`src/rtl/adc0809_ctrl.sv`:
```
// ADC0809 conversion controller: generates the ADC clock and control strobes, waits for EOC
// through a two-flop synchroniser and captures the result byte with a one-cycle valid pulse.
module adc0809_ctrl #(
    parameter int CLK_DIV = 40,
    parameter int START_W = 4,
    parameter int OE_W    = 4,
    parameter int TIMEOUT = 200000,
    parameter bit AUTO    = 1'b0
) (
    input  logic       clk,
    input  logic       rst,
    input  logic       req,
    input  logic [2:0] ch,
    input  logic       eoc,
    input  logic [7:0] adc_d,
    output logic       adc_clk,
    output logic       ale,
    output logic       start,
    output logic       oe,
    output logic [2:0] addr,
    output logic       busy,
    output logic [7:0] data_out,
    output logic       data_valid,
    output logic       err
);
    localparam int DW   = (CLK_DIV > 1) ? $clog2(CLK_DIV) : 1;
    localparam int TMAX = (TIMEOUT > START_W) ? ((TIMEOUT > OE_W) ? TIMEOUT : OE_W)
                                              : ((START_W > OE_W) ? START_W : OE_W);
    localparam int TW   = $clog2(TMAX + 1);

    typedef enum logic [2:0] {S_IDLE, S_START, S_WAIT_LO, S_WAIT_HI, S_READ} state_t;

    state_t        state, state_nx;
    logic [DW-1:0] div_cnt;
    logic [TW-1:0] timer;
    logic          eoc_m, eoc_s;
    logic          start_done, read_done, timed_out;

    always_ff @(posedge clk or negedge rst)
        if (!rst) begin
            div_cnt <= '0;
            adc_clk <= 1'b0;
        end else if (div_cnt == DW'(CLK_DIV - 1)) begin
            div_cnt <= '0;
            adc_clk <= ~adc_clk;
        end else begin
            div_cnt <= div_cnt + 1'b1;
        end

    always_ff @(posedge clk or negedge rst)
        if (!rst) begin
            eoc_m <= 1'b0;
            eoc_s <= 1'b0;
        end else begin
            eoc_m <= eoc;
            eoc_s <= eoc_m;
        end

    assign start_done = (timer == TW'(START_W - 1));
    assign read_done  = (timer == TW'(OE_W - 1));
    assign timed_out  = (timer == TW'(TIMEOUT - 1));

    // One timer serves every state: cleared on any transition, parked at the abort count.
    always_ff @(posedge clk or negedge rst)
        if (!rst)                   timer <= '0;
        else if (state_nx != state) timer <= '0;
        else if (!timed_out)        timer <= timer + 1'b1;

    always_ff @(posedge clk or negedge rst)
        if (!rst) state <= S_IDLE;
        else      state <= state_nx;

    always_comb begin
        state_nx = state;
        case (state)
            S_IDLE:    if (req || AUTO) state_nx = S_START;
            S_START:   if (start_done)  state_nx = S_WAIT_LO;
            S_WAIT_LO: if (!eoc_s)      state_nx = S_WAIT_HI;
                       else if (timed_out) state_nx = S_IDLE;
            S_WAIT_HI: if (eoc_s)       state_nx = S_READ;
                       else if (timed_out) state_nx = S_IDLE;
            S_READ:    if (read_done)   state_nx = S_IDLE;
            default:                    state_nx = S_IDLE;
        endcase
    end

    always_comb begin
        ale   = 1'b0;
        start = 1'b0;
        oe    = 1'b0;
        busy  = (state != S_IDLE);
        case (state)
            S_START: begin
                ale   = 1'b1;
                start = 1'b1;
            end
            S_READ:  oe = 1'b1;
            default: ;
        endcase
    end

    // An EOC edge arriving on the last allowed cycle wins over the abort.
    always_ff @(posedge clk or negedge rst)
        if (!rst) begin
            addr       <= 3'd0;
            data_out   <= 8'h00;
            data_valid <= 1'b0;
            err        <= 1'b0;
        end else begin
            data_valid <= (state == S_READ) && read_done;
            err        <= timed_out && (((state == S_WAIT_LO) && eoc_s) ||
                                        ((state == S_WAIT_HI) && !eoc_s));
            if ((state == S_IDLE) && (state_nx == S_START)) addr <= ch;
            if ((state == S_READ) && read_done)             data_out <= adc_d;
        end

endmodule
```
`config.mk`:
```
export PLATFORM = sky130hd
export DESIGN_NAME = adc0809_ctrl
export DESIGN_NICKNAME = d
export VERILOG_FILES = /design/src/rtl/adc0809_ctrl.sv
export SDC_FILE = /design/constraint.sdc
export NUM_CORES = 1
export LEC_CHECK = 0
export BUFFER_PORTS_ARGS = -buffer_cell sky130_fd_sc_hd__buf_2
export CAP_MARGIN = 25
export CORE_MARGIN = 4
export CORE_UTILIZATION = 50
export DETAILED_ROUTE_END_ITERATION = 12
export PLACE_DENSITY = 0.74
export SLEW_MARGIN = 20
export SYNTH_ARGS = -nofsm -noshare
export SYNTH_HDL_FRONTEND = slang
export SYNTH_SLANG_ARGS = --single-unit
export TNS_END_PERCENT = 5
```
`constraint.sdc`:
```
create_clock -name clk -period 2.15 [get_ports clk]
set_input_delay 0 -clock clk [delete_from_list [all_inputs] [get_ports clk]]
set_output_delay 0 -clock clk [all_outputs]
set_load 0.01 [all_outputs]
```
==> impl_metrics.ini <==
[synthesis]
synth_largest_area_cell = dfrtp_1
muxShareOfSynthArea_pct = 6.29
yosys.area_share.adder_pct = 1.18
synth_enable_flop_cells = 0
yosys.area_share.simple_pct = 24.4
synth.avg_cell_area_um2 = 11.0
yosys_top_cell_area_share_pct = 50.5
postSynthRegisterBits = 43
synthArstFlopShare_pct = 100
synth_nets = 211
fraction_of_synthesized_cell_area_in_xor_and_xnor_cells_pct = 7.40
postSynthCellCount = 194
top_cells_by_area_synth = dfrtp_1 51%, mux2_2 5.8%, xnor2_1 4.9%
combinational_family_with_the_most_area_after_synthesis = simple AND/OR/NAND/NOR gates
netlist_area_um2 = 2130
synth-compound-area-share_pct = 6.93
synth-seq-area-share_pct = 50.5
synthesis.yosys.warnings = 0
post_synth_cell_types = 46
postSynth.topFlopCell = dfrtp_1

[sta]
period_needed_ps = 2100
slew_headroom_pct = 70.3
report.final.slew_viol_count = 0
rsz0062_at_grt = true
finalHoldViolations = 0
timing.hold.ws_ps = 139
finalCritPeriodShare_pct = 97.5
setup-violations-final = 0
fmax_mhz = 477
timing.clock.skew_ps = 6.48
max_slew.worst_pin.slew_ps = 443

[setup_path]
worstPathCellList = or4_4 > nor4_4 > buf_6 > a31oi_1 > nor3_4 > buf_6 > a2111oi_0
critical-path-max-stage-delay_ps = 550
critPathMostFrequentCell = buf_6
timing.critical_path.from_type = flop
cp.required_ps = 2310
cp-end-kind = flop
timing.critical_path.arrival_ps = 2250
path_max_fanout = 12
critical-path-slowest-cell = or4_4
worst-setup-path-type = flop to flop

[pwr]
sw_frac_of_total_pct = 33.2
totalPowerFinal_w = 0.00239
max-vdd-ir-drop_uv = 555
power_density_nw_per_um2 = 871
leak_pwr_nw = 1.26
seq_power_share_pct = 46.1
cellInternalPower_w = 0.00160
pwr-share-clk_pct = 21.8
combinationalPowerShare_pct = 32.0
power_switching_w = 0.000793

[floorplanning]
core_rows = 23
die-area_um2 = 5370
core_area_um2 = 4060
ioPinCount = 33
die-width_um = 73.3
starting_density_pct = 52.5
vertical_extent_of_the_die_um = 73.3

[clock_tree]
cts.sinks = 43
clock_pin_transition_on_the_worst_setup_and_hold_timing_paths_ps = 80
cts-root-buf = clkbuf_8
tritoncts = done
cts_max_path_buffers = 2
cts_htree_levels = 2
postCtsSetupRepairBufs = 0
cts-buffers-inserted = 5
clkLatencyLatePin_ps = 290

[global_route]
gr-total-overflow = 0
grt_pass1_wl_um = 8150
grt_start_max_net_pins = 44
grt_antenna_before_repair = 0
groute.usage.overall_pct = 19.5
first_global_vias = 1727

[routing]
routed_via_density = 5.63
drt_pre_antenna_iters = 4
detailedRoute.firstIterationViolations = 69
wirelength_um = 4800
routed-via-count = 1746
drc_violations = 0
routedWlPerCell_um = 15.5
detail-route-antenna-nets = 0

[cells_and_area]
areaGrowthSynthToFinish_pct = 29.0
final_util_pct = 67.7
antenna_cells = 0
layout-drive-gt1-share_pct = 33.1
fillCellCount = 297
final_nets = 277
finish.cell_count_without_fillers = 310

[place]
place.detailed.hpwl_um = 3280
numPortBuffers = 32
gpl.final_weighted_congestion = 0.822
placedCellCount = 288

[flow_run]
cap_viol_max_count = 0

[worst_hold_path]
worst_hold_path_type = input pin to async pin

[outcome]
run_status = completed
-- metal layers --
metal | track usage, % | wire, um
met5 | 0 | 0
met4 | 5.33 | 48
met3 | 5.34 | 277
met2 | 31.3 | 2390
met1 | 26.2 | 2080
-- sequential cells by signal, indices dropped and copies added, names as in the netlist --
signal      cells
adc_clk         1
addr            3
data_out        8
data_valid      1
div_cnt         6
eoc_m           1
eoc_s           1
err             1
state           3
timer          18
-- critical path: cells and delay by family (launching register included) --
| kind | cells | cell delay, ps |
|---|---|---|
| AND/OR/NAND/NOR | 3 | 1010 |
| buffers and inverters | 2 | 360 |
| flip-flops | 1 | 380 |
| AO/OA/AOI/OAI | 2 | 210 |
-- cells by family after synthesis --
group,count (synthesis)
and+or+nand+nor,86
DFF,43
AOI/OAI and AO/OA,21
xor gates and xnor gates,18
buffers and inverters,12
muxes,12
adders and majority gates,2
-- Yosys cell counts, types with 4 or more instances --
cell type  instances
a21oi_1            5
a31oi_1            5
and3_1             7
buf_2              4
dfrtp_1           43
mux2_2            11
nand2_1            9
nand3_1           11
nor2_1            10
nor3_1            19
xnor2_1           12
xor2_1             6
-- stage by stage --
| stage | cell area (um^2) | setup TNS, ps | setup slack, ps |
|---|---|---|---|
| 4_1_cts | 2690 | 0 | 24.3 |
| 3_3_place_gp | 2460 | 0 | 28.6 |
| 3_5_place_dp | 2460 | -0.688 | -0.688 |
| 6_report | 2750 | 0 | 53.6 |
| 5_1_grt | 2750 | -586 | -55.5 |
| 2_1_floorplan | 2130 | 0 | 35.8 |
-- layout make-up --
class / count / area, um^2 / share of cell area [%]
Sequential cell: 43 / 1080 / 39.2
Multi-Input combinational cell: 140 / 1020 / 37.1
Timing Repair Buffer: 67 / 488 / 17.8
Clock buffer: 6 / 82.6 / 3.01
Tap cell: 50 / 62.6 / 2.28
Inverter: 3 / 11.3 / 0.410
Clock inverter: 1 / 8.76 / 0.319
-- final timing paths --
path | from | end | slack (ps) | cells after the start
setup / recovery | timer[13] | timer[5] | 50 | 7
hold / removal | rst | state[2] | 140 | 2
setup reg to reg | timer[13] | timer[5] | 50 | 7
hold reg to reg | eoc_m | eoc_s | 360 | 0
max in group asynchronous | rst | timer[12] | 1550 | 3
min in group clk | req | state[0] | 180 | 3
-- layout by cell type (no fill, tap or decap), drive strengths merged, types with 3 or more instances in the layout --
cell	count
nand4	3
inv	4
nor2	12
nand2	9
or4	3
nor4	5
nand2b	3
and3	7
xor2	6
and4	3
nand3	11
nor3	20
mux2	11
buf	54
dfrtp	43
a31oi	5
a21oi	5
dlygate4sd3	13
xnor2	12
clkbuf	6
-- power groups by stage --
stage | combinational, W | sequential (W) | clock [W]
2_1_floorplan | 0.000342 | 0.00115 | 0
3_3_place_gp | 0.000687 | 0.00111 | 0
3_5_place_dp | 0.000715 | 0.00111 | 0
4_1_cts | 0.000735 | 0.00110 | 0.000538
5_1_grt | 0.000851 | 0.00113 | 0.000570
6_report | 0.000766 | 0.00110 | 0.000523
-- what timing repair did --
action,in CTS,in global routing
resized for setup,0,7
setup endpoints to repair,0,26
hold buffers,13,0
hold endpoints to repair,55,0
No activity file was read; power rests on OpenSTA's default activity.
